### config.mk
export PLATFORM = sky130hd
export DESIGN_NAME = regfile_writer_flat
export DESIGN_NICKNAME = d
export VERILOG_FILES = /design/src/rtl/regfile_writer_if.sv /design/src/rtl/regfile_writer.sv /design/src/flat_wrapper.sv
export SDC_FILE = /design/constraint.sdc
export NUM_CORES = 1
export LEC_CHECK = 0
export CORE_ASPECT_RATIO = 2
export CORE_MARGIN = 5
export CORE_UTILIZATION = 60
export DETAILED_ROUTE_END_ITERATION = 16
export DONT_BUFFER_PORTS = 1
export GPL_TIMING_DRIVEN = 1
export PLACE_DENSITY = 0.76
export SLEW_MARGIN = 0
export SYNTH_ARGS = -nofsm -noshare
export SYNTH_HDL_FRONTEND = slang
export SYNTH_SLANG_ARGS = --single-unit
### constraint.sdc
create_clock -name clk -period 6 [get_ports clk]
set_clock_uncertainty 0.05 [all_clocks]
set_input_delay 1.8 -clock clk [delete_from_list [all_inputs] [get_ports clk]]
set_output_delay 1.8 -clock clk [all_outputs]
set_load 0.02 [all_outputs]
### src/rtl/regfile_writer_if.sv
// regfile_writer_if: write-port arbiter bus (pipeline writeback, long-latency results, pending queries).
interface regfile_writer_if #(parameter int DEPTH = 4);
    logic                     a_valid;
    logic [4:0]               a_addr;
    logic [31:0]              a_data;
    logic                     b_valid;
    logic                     b_ready;
    logic [4:0]               b_addr;
    logic [31:0]              b_data;
    logic                     wen;
    logic [4:0]               write_addr;
    logic [31:0]              write_data;
    logic [4:0]               query_addr_0;
    logic [4:0]               query_addr_1;
    logic                     pending_0;
    logic                     pending_1;
    logic [$clog2(DEPTH):0]   fifo_count;
    modport master (
        output a_valid, a_addr, a_data, b_valid, b_addr, b_data, query_addr_0, query_addr_1,
        input  b_ready, wen, write_addr, write_data, pending_0, pending_1, fifo_count
    );
    modport slave (
        input  a_valid, a_addr, a_data, b_valid, b_addr, b_data, query_addr_0, query_addr_1,
        output b_ready, wen, write_addr, write_data, pending_0, pending_1, fifo_count
    );
endinterface

### src/rtl/regfile_writer.sv
// regfile_writer: merges pipeline writeback (A) with FIFO-buffered long-latency results (B) onto one write port.
// Optional REGFILE_WRITER_CUTTHROUGH_EN lets B bypass an empty FIFO when the port is idle.
module regfile_writer #(
    parameter int DEPTH = 4
) (
    input logic             clk,
    input logic             reset,
    regfile_writer_if.slave bus
);
    localparam int AW = $clog2(DEPTH);
    logic [AW-1:0]    r_head, r_tail;
    logic [AW:0]      r_count;
    logic [4:0]       r_addr [DEPTH];
    logic [31:0]      r_data [DEPTH];
    logic             w_full, w_empty, w_push, w_pop, w_cut;
    logic [DEPTH-1:0] w_vld, w_hit0, w_hit1;
    assign w_full  = r_count == (AW+1)'(DEPTH);
    assign w_empty = r_count == '0;
    assign bus.b_ready = !reset && !w_full;
`ifdef REGFILE_WRITER_CUTTHROUGH_EN
    assign w_cut = !reset && !bus.a_valid && w_empty && bus.b_valid && bus.b_addr != 5'd0;
`else
    assign w_cut = 1'b0;
`endif
    // Writes to r0 are dropped at the door so they never occupy a slot.
    assign w_push = bus.b_valid && bus.b_ready && bus.b_addr != 5'd0 && !w_cut;
    assign w_pop  = !reset && !bus.a_valid && !w_empty;
    assign bus.wen        = !reset && (bus.a_valid ? bus.a_addr != 5'd0 : (!w_empty || w_cut));
    assign bus.write_addr = reset ? 5'd0 : bus.a_valid ? bus.a_addr : !w_empty ? r_addr[r_head] :
                            w_cut ? bus.b_addr : 5'd0;
    assign bus.write_data = reset ? 32'd0 : bus.a_valid ? bus.a_data : !w_empty ? r_data[r_head] :
                            w_cut ? bus.b_data : 32'd0;
    assign bus.fifo_count = r_count;
    generate
        for (genvar i = 0; i < DEPTH; i++) begin : g_ent
            // Slot i is live when its distance from head is below the occupancy.
            assign w_vld[i]  = {1'b0, AW'(i) - r_head} < r_count;
            assign w_hit0[i] = w_vld[i] && r_addr[i] == bus.query_addr_0;
            assign w_hit1[i] = w_vld[i] && r_addr[i] == bus.query_addr_1;
        end
    endgenerate
    assign bus.pending_0 = !reset && bus.query_addr_0 != 5'd0 && |w_hit0;
    assign bus.pending_1 = !reset && bus.query_addr_1 != 5'd0 && |w_hit1;
    always_ff @(posedge clk or posedge reset) begin
        if (reset) begin
            r_head  <= '0;
            r_tail  <= '0;
            r_count <= '0;
        end else begin
            if (w_push) r_tail <= r_tail + AW'(1);
            if (w_pop) r_head <= r_head + AW'(1);
            r_count <= r_count + (AW+1)'(w_push) - (AW+1)'(w_pop);
        end
    end
    always_ff @(posedge clk) begin
        if (w_push) begin
            r_addr[r_tail] <= bus.b_addr;
            r_data[r_tail] <= bus.b_data;
        end
    end
endmodule

### src/flat_wrapper.sv
// flat-port wrapper written by rule: the top's interface ports become plain ports
module regfile_writer_flat 
#(
    parameter int DEPTH = 4
)
  (clk, reset, bus_a_valid, bus_a_addr, bus_a_data, bus_b_valid, bus_b_addr, bus_b_data, bus_query_addr_0, bus_query_addr_1, bus_b_ready, bus_wen, bus_write_addr, bus_write_data, bus_pending_0, bus_pending_1, bus_fifo_count);
  regfile_writer_if #(.DEPTH(DEPTH)) bus_i ();
  input logic clk;
  input logic reset;
  input wire logic [$bits(bus_i.a_valid)-1:0] bus_a_valid;
  input wire logic [$bits(bus_i.a_addr)-1:0] bus_a_addr;
  input wire logic [$bits(bus_i.a_data)-1:0] bus_a_data;
  input wire logic [$bits(bus_i.b_valid)-1:0] bus_b_valid;
  input wire logic [$bits(bus_i.b_addr)-1:0] bus_b_addr;
  input wire logic [$bits(bus_i.b_data)-1:0] bus_b_data;
  input wire logic [$bits(bus_i.query_addr_0)-1:0] bus_query_addr_0;
  input wire logic [$bits(bus_i.query_addr_1)-1:0] bus_query_addr_1;
  output wire logic [$bits(bus_i.b_ready)-1:0] bus_b_ready;
  output wire logic [$bits(bus_i.wen)-1:0] bus_wen;
  output wire logic [$bits(bus_i.write_addr)-1:0] bus_write_addr;
  output wire logic [$bits(bus_i.write_data)-1:0] bus_write_data;
  output wire logic [$bits(bus_i.pending_0)-1:0] bus_pending_0;
  output wire logic [$bits(bus_i.pending_1)-1:0] bus_pending_1;
  output wire logic [$bits(bus_i.fifo_count)-1:0] bus_fifo_count;
  assign bus_i.a_valid = bus_a_valid;
  assign bus_i.a_addr = bus_a_addr;
  assign bus_i.a_data = bus_a_data;
  assign bus_i.b_valid = bus_b_valid;
  assign bus_i.b_addr = bus_b_addr;
  assign bus_i.b_data = bus_b_data;
  assign bus_i.query_addr_0 = bus_query_addr_0;
  assign bus_i.query_addr_1 = bus_query_addr_1;
  assign bus_b_ready = bus_i.b_ready;
  assign bus_wen = bus_i.wen;
  assign bus_write_addr = bus_i.write_addr;
  assign bus_write_data = bus_i.write_data;
  assign bus_pending_0 = bus_i.pending_0;
  assign bus_pending_1 = bus_i.pending_1;
  assign bus_fifo_count = bus_i.fifo_count;
  regfile_writer #(.DEPTH(DEPTH)) u_core (.clk(clk), .reset(reset), .bus(bus_i));
endmodule
=== Word level (Yosys, flattened, before mapping) ===
Memory sizes are Yosys's and may differ from the RTL's.
Cells that the tools add are included.

* Add/subtract/negate cells: 8
* Order comparisons: 4
* Equal/unequal tests: 9
* Multiplexer cells: 9
* Reduce and logical (&&, ||, !) cells: 29

{| class="wikitable"
|+ Operators with widths
! operator !! count
|-
| $mux 32 || 3
|-
| $eq 5x5->1 || 8
|-
| $reduce_bool 5->1 || 4
|-
| $logic_and 1x1->1 || 18
|-
| $mux 5 || 3
|-
| $lt 2x3->1 || 4
|-
| $reduce_or 4->1 || 2
|-
| $add 2x1->2 const B || 2
|-
| $logic_not 1->1 || 4
|-
| $sub 1x2->2 const A || 2
|-
| $sub 2x2->2 const A || 2
|-
| $add 3x1->3 || 1
|-
| $eq 3x3->1 const B || 1
|-
| $logic_not 3->1 || 1
|-
| $mux 1 || 3
|-
| $sub 3x1->3 || 1
|}

* Bits in registers: 7
* Memory bits (writable): 148
* Output and inout port bits: 44
* Logic and storage cells: 64
* Memories: 2

{| class="wikitable"
|+ Memory list
! name !! depth !! width !! rd ports !! clocked after memory_dff !! wr ports !! line !! RTL
|-
| u_core.r_data || 4 || 32 || 1 || 0 || 1 || regfile_writer.sv:14 || <nowiki>logic [31:0] r_data [DEPTH];</nowiki>
|-
| u_core.r_addr || 4 || 5 || 5 || 0 || 1 || regfile_writer.sv:13 || <nowiki>logic [4:0] r_addr [DEPTH];</nowiki>
|}

=== Depth between registers and ports, before layout ===
* Word-level depth: 7
* Mapped depth: 11
* Depth with buffers taken out: 9

=== Least setup slack after synthesis ===
No wires, ideal clock.

* Path type: input -> output
* Start: in bus_query_addr_0[3]
* End: out bus_pending_0
* Data arrival time: 2798 ps
* Required time: 4150 ps
* Slack: 1352 ps
* Cell stages on the path: 6
* Buffers on the path: 1
* Path through: clkbuf_1 > xor2_1 > nor3_1 > nand3_1 > o22ai_1 > o221a_1

* Word-level cells in the longest chain between the ends: 4
* Elaborated cells between the ends (all ways): 12
* Those cells by class: eq/ne: 4; reduce/logical: 8

{| class="wikitable"
|+ Ends and longest elaborated chain
! element !! line !! RTL
|-
| start, declared || flat_wrapper.sv:16 || <nowiki>input wire logic [$bits(bus_i.query_addr_0)-1:0] bus_query_addr_0;</nowiki>
|-
| $eq 5x5->1 || regfile_writer.sv:38 || <nowiki>assign w_hit0[i] = w_vld[i] && r_addr[i] == bus.query_addr_0;</nowiki>
|-
| $logic_and 1x1->1 || regfile_writer.sv:38 ||
|-
| $reduce_or 4->1 || regfile_writer.sv:42 || <nowiki>assign bus.pending_0 = !reset && bus.query_addr_0 != 5'd0 && |w_hit0;</nowiki>
|-
| $logic_and 1x1->1 * || regfile_writer.sv:42 ||
|-
| end, declared || flat_wrapper.sv:22 || <nowiki>output wire logic [$bits(bus_i.pending_0)-1:0] bus_pending_0;</nowiki>
|}

Mark *: on every way between the ends. The rest lies on a longest branch, timed or not.

=== Worst setup path after layout ===
* Start: in bus_a_valid
* End: out bus_wen

* Word-level cells in the longest chain between the ends: 2

{| class="wikitable"
|+ Ends and longest elaborated chain
! element !! line !! RTL
|-
| start, declared || flat_wrapper.sv:10 || <nowiki>input wire logic [$bits(bus_i.a_valid)-1:0] bus_a_valid;</nowiki>
|-
| $mux 1 || regfile_writer.sv:28 || <nowiki>assign bus.wen = !reset && (bus.a_valid ? bus.a_addr != 5'd0 : (!w_empty || w_cut));</nowiki>
|-
| $logic_and 1x1->1 || regfile_writer.sv:28 ||
|-
| end, declared || flat_wrapper.sv:19 || <nowiki>output wire logic [$bits(bus_i.wen)-1:0] bus_wen;</nowiki>
|}

Every way passes these cells.

==> flow_metrics.tcl <==
set metrics [dict create \
    outcome "finished clean" \
    die-area_um2 13840 \
    critPathTopFamily "simple AND/OR/NAND/NOR gates" \
    ys_types 32 \
    final_core_util_pct 65.99 \
    r2r_end "u_core.bus.fifo_count[2]" \
    cellPowerDensity_nw_per_um2 437.5 \
    overflow 0 \
    routedLengthMet1_um 4726 \
    setup-tns-final_ns 0 \
    finalSetupViolations 0 \
    synth_largest_type_area_fraction_pct 64.59 \
    filler_cell_count 789 \
    maxClockFrequency_mhz 206.5 \
    worst-path-max-fanout 38 \
    tritoncts "built" \
    grt_setup_unrepaired "no" \
    synth.net_count 475 \
    synth-seq-cells 155 \
    detail_route.iter0.violations 198 \
    period_needed_ns 4.843 \
    internal_pwr_total_w 0.002248 \
    areaGrowthSynthToFinish_pct 8.238 \
    critical_path.endpoint_type "output pin" \
    pre_cts_ws_ns 1.113 \
    critical_path.slowest_cell "nor2b_4" \
    ctsRootBufferMaster "clkbuf_16" \
    gp_congestion 0.9106 \
    clock_latency_ns 0.41 \
    post_cts_resized 0 \
    power_leakage_nw 2.441 \
    min_delay_worst_endpoint "u_core.r_tail[1]" \
    highest_metal_layer_used_by_the_detailed_router "met4" \
    timing.critical_path.buf_inv 0 \
    routed_wire_length_per_instance_um 26.40 \
    mappedNetlistArea_um2 6880 \
    async_reset_ff_share_pct 4.516 \
    met3WireLength_um 758 \
    worstHoldPathType "reg -> reg" \
    cts.sink_count 155 \
    cts-htree-levels 4 \
    cap_viol_max_count 0 \
    worstRegToRegCells 10 \
    worstPathArrival_ns 2.99 \
    power_frac_seq_pct 45.5 \
    port-buffer-count 0 \
    starting_utilization_of_the_core_area_pct 60.96 \
    worst_hold_slack_ns 0.5377 \
    yosysMostFrequentCell "edfxtp_1" \
    timing.hold.worst_path_depth 1 \
    grt_max_degree 42 \
    antenna_found_initial 0 \
    holdBufCountCts 0 \
    chipWidth_um 85.72 \
    floorplan.die.height_um 161.4 \
    setup_slack_ns 1.157 \
    regToRegStartpoint "u_core.bus.fifo_count[2]" \
    drc 0 \
    hold_start "u_core.r_tail[1]" \
    crit_path_cell_trace "nor2b_4, o21ai_0, nand2b_1" \
    synth_ff_type "edfxtp_1" \
    core_area_um2 11290 \
    critPathRequiredTime_ns 4.15 \
    layout.nets 469 \
    synth_edf_count 148 \
    wire_length_after_detailed_routing_um 13860 \
    layout_worst_path_cycle_share_pct 80.71 \
    ff2ff_setup_slack_ns 3.16 \
    hpwl_um 9227 \
    setup_crit_start_kind "input port" \
    power.total_w 0.003258 \
    slew_violations 0 \
    cts.path.max_buffers 2 \
    vdd_drop_max_v 0.0003633 \
    switching_share_pct 30.99 \
    route.vias.total 3338 \
    grt_first_pass_wirelength_um 21220 \
    clkSlewWorstSetupHoldPaths_ns 0.07 \
    ios 132 \
    sequential_area_share_after_synthesis_pct 67.14 \
    detail_route.first_pass.iterations 4 \
    critical-path-max-stage-delay_ns 0.73 \
    switching_power_w 0.001010 \
    avgSynthCellArea_um2 18.30 \
    route.met2.wl_um 7996 \
    post_route_cells_drive_above_1_share_pct 20.63 \
    type_of_the_worst_setup_path "in -> out" \
    syn_inst 376 \
    route.detailed.vias_per_inst 6.358 \
    synth-warning-count 0 \
    synth_area_leader_cell "edfxtp_1" \
    row_count 55 \
    tightest_slew_margin_relative_to_the_limit_pct 29.61 \
    grt_pass1_vias 3830 \
    antennaDiodeCount 0 \
    cts_buffers 17 \
    ant_nets 0 \
    cts_post_setup_buffers_inserted 0 \
    pwr-share-comb_pct 25.1 \
    netlist_top_cells_area "edfxtp_1 65%, mux4_2 12%, a22o_1 4.7%" \
    netlist_top_cells_count "148 x edfxtp_1, 37 x a22o_1, 36 x mux4_2" \
    hold_viol_final 0 \
    power_frac_clock_pct 29.4 \
    gr-usage-all-layers_pct 21.30 \
    tightestPinTransition_ns 1.056 \
]
[power groups by stage]
stage / clock network [W] / logic [W] / registers [W]
global route: 0.00103 / 0.000890 / 0.00151
floorplan: 0 / 0.000803 / 0.00140
detailed placement: 0 / 0.000832 / 0.00151
finish: 0.000957 / 0.000819 / 0.00148
CTS: 0.000976 / 0.000837 / 0.00149
global placement: 0 / 0.000820 / 0.00150
[worst max-delay path by stage]
stage / from / to / slack (ns) / depth (start not counted)
3_5_place_dp: bus_a_valid / bus_wen / 1.11 / 3
5_1_grt: bus_a_valid / bus_wen / 1.06 / 3
2_1_floorplan: bus_query_addr_0[3] / bus_pending_0 / 1.35 / 6
4_1_cts: bus_a_valid / bus_wen / 1.11 / 3
3_3_place_gp: bus_a_valid / bus_wen / 1.13 / 3
6_report: bus_a_valid / bus_wen / 1.16 / 3
[area by class of cell]
| class | instances | area [µm²] | area share [%] |
|---|---|---|---|
| Sequential cell | 155 | 4622 | 62.06 |
| Multi-Input combinational cell | 183 | 2049 | 27.52 |
| Clock buffer | 17 | 425.4 | 5.712 |
| Tap cell | 142 | 177.7 | 2.386 |
| Clock inverter | 15 | 112.6 | 1.512 |
| Inverter | 10 | 37.54 | 0.5040 |
| Timing Repair Buffer | 3 | 22.52 | 0.3024 |
[sequential cells by signal, indices dropped and copies added, names as in the netlist]
signal,flops
u_core.r_head,2
u_core.bus.fifo_count,3
u_core.r_addr,20
u_core.r_tail,2
u_core.r_data,128
[cell usage in the layout (no fill, tap or decap), types with 2 or more instances in the layout]
cell type	synthesis	routed
a21oi_1	4	4
a22o_1	37	37
and2_2	0	4
buf_4	0	3
clkbuf_16	0	17
clkinv_1	0	3
clkinvlp_4	0	5
dfrtp_1	7	5
dfrtp_2	0	2
edfxtp_1	148	148
ha_1	10	10
inv_1	10	10
inv_6	0	5
mux4_2	36	36
nand2_1	3	3
nand2b_1	2	2
nand3_1	8	8
nor2_1	6	6
nor3_1	10	10
o221a_1	2	2
o22ai_1	4	4
or4_1	3	3
xnor2_1	20	20
xor2_1	26	26
[worst reg2reg max path: cells and delay by family (launching register included)]
kind | cells | cell delay (ns)
adders and majority gates | 3 | 0.84
and+or+nand+nor | 2 | 0.34
buffers and inverters | 3 | 0.55
xor gates and xnor gates | 2 | 0.30
DFF | 1 | 0.65
[per-stage QoR]
stage | instances | area [µm²]
3_3_place_gp | 493 | 6909
3_5_place_dp | 493 | 6909
2_1_floorplan | 376 | 6880
5_1_grt | 525 | 7447
4_1_cts | 525 | 7447
6_report | 525 | 7447
[routing by layer]
metal / global-route usage [%] / vias up
li1: - / 1487
met1: 22.09 / 1710
met2: 39.48 / 122
met3: 5.513 / 19
met4: 9.078 / 0
met5: 0 / -
[logic make-up (layout without fill, tap and decap cells)]
kind of cell	Yosys count	after routing	synth area share (%)
AND/OR/NAND/NOR	38	38	2.910
adder cells (fa/ha/maj)	11	11	2.109
AO/OA/AOI/OAI	50	50	6.310
buffers and inverters	38	45	3.346
multiplexers	38	38	12.33
flip-flops	155	155	67.14
XOR/XNOR	46	46	5.856
No activity file was read; power rests on OpenSTA's default activity.
==> RTL edit, RTL diff (same flow settings) <==
Make the reset (`reset`) synchronous in one clocked block.
--- a/src/rtl/regfile_writer.sv
+++ b/src/rtl/regfile_writer.sv
@@ -42,5 +42,5 @@
     assign bus.pending_0 = !reset && bus.query_addr_0 != 5'd0 && |w_hit0;
     assign bus.pending_1 = !reset && bus.query_addr_1 != 5'd0 && |w_hit1;
-    always_ff @(posedge clk or posedge reset) begin
+    always_ff @(posedge clk) begin
         if (reset) begin
             r_head  <= '0;
Behaviour: differs if reset is asserted again (counterexample within 4 cycles, from zero or initial values and one cycle with reset high); with reset held inactive, the same outputs for 4 cycles.
==> RTL edit against the unedited design <==
Via count increased by 1.8%; routed wire length up 0.84%; sequential cell count is 2 higher; setup slack got worse by 0.084 ns; largest power group unchanged; total power down 13%; clock power increased by 2.5%; die area down 0.40%; critical path depth unchanged; cell area increased by 0.32%; highest routed layer unchanged; synthesized cell count up 2.9%; area after synthesis down 0.44%; utilization rose by 0.21 points; global-route usage is 0.37 points lower.
==> RTL edit: results (changes against the unedited design) <==
Arr. time, crit path=3.08 ns (was 2.99 ns); Yosys cell types=31 (was 32); Synth top area share=64.9% (was 64.6%); Syn Area/Cell=17.7 µm² (was 18.3 µm²); share of post-route cells with drive strength above 1=20.2% (was 20.6%); DR WL met3=824 µm (was 758 µm); Iter 0 DRT Violations=152 (was 198); WL met1=4540 µm (was 4730 µm); mux contribution to synthesized area=12.2% (was 12.3%); Post-synth top cells=edfxtp_1, a22o_1, mux4_2 (unchanged); grt met2 use=39.1% (was 39.5%); largest net degree at the start of global routing=38 (was 42); CTS Hold Bufs=0 (unchanged); DR vias/cell=6.36 (about the same); peak supply drop=383 µV (was 363 µV); met2 routed wirelength=8170 µm (was 8000 µm); Crit Reg-Reg Endpoint=u_core.r_data[1][18] (was u_core.bus.fifo_count[2]); hold_sp=u_core.r_tail[1] (unchanged); post-synthesis xor/xnor area fraction=5.88% (was 5.86%); Net count, final=478 (was 469); HPWL after detailed placement=9420 µm (was 9230 µm); CP startpoint=bus_a_valid (unchanged); synthesized net count=486 (was 475); worst hold path stage count=2 (was 1); r2r setup slk=2.97 ns (was 3.16 ns); main area contributors after synthesis=edfxtp_1, mux4_2, a22o_1 (unchanged); fin cells=534 (was 525); leak pwr=0.00237 µW (was 0.00244 µW); Final Wtd Congestion=0.917 (was 0.911); Critical R2R Launch=u_core.bus.fifo_count[1] (was u_core.bus.fifo_count[2]); CP endpoint=bus_write_data[31] (was bus_wen); crit path max fanout=32 (was 38); vias in the first global route=3689 (was 3830); Seq/Total Area, Yosys=67.5% (was 67.1%); All-Layer GR Usage=20.9% (was 21.3%); Compound-Gate Fraction of Synth Area=6.10% (was 6.31%); routed wire length=14000 µm (was 13900 µm); Post-synth ARST share=0% (was 4.52%); grt met3 use=6.53% (was 5.51%); GRT met1 Usage=20.3% (was 22.1%); dpl cells=502 (was 493); adder-cell share of the synthesized area=2.12% (was 2.11%); global-route wire length before repair=20700 µm (was 21200 µm); R2R depth=4 (was 10); Tightest Pin Transition=1.06 ns (about the same); status=completed (unchanged); antenna violations before repair=0 (unchanged); Hold Path Sink=u_core.r_tail[1] (unchanged)
## RTL edit: metrics by stage
step | hold slack (ns) | instance area, µm² | utilization (%) | setup WS, ns
CTS | 0.522 | 7470 | 66.2 | 1.06
finish | 0.517 | 7470 | 66.2 | 1.07
floorplan | 0.465 | 6850 | - | 1.38
global route | 0.578 | 7470 | 66.2 | 1.00
detailed placement | 0.513 | 6920 | 61.3 | 1.06
global placement | 0.483 | 6920 | 61.3 | 1.12
## RTL edit: layout make-up
class / count / area, µm²
clock buffers: 17 / 425
clock inverters: 15 / 125
fillers: 776 / 3810
inverters: 8 / 30.0
multi-input cells: 192 / 2050
flip-flops and latches: 157 / 4630
well taps: 142 / 178
repair buffers: 3 / 35.0
## RTL edit: report_power, final
group          switching [µW]  leakage, µW  internal, µW
registers                97.8      0.00142          1270
clock network             439     0.000269           542
logic                     255     0.000689           248
total                     792      0.00237          2050
## RTL edit: worst max-delay path, cell delays in order
cell and delay, ns:
nor2b_4 0.64, buf_4 0.31, a22o_1 0.31
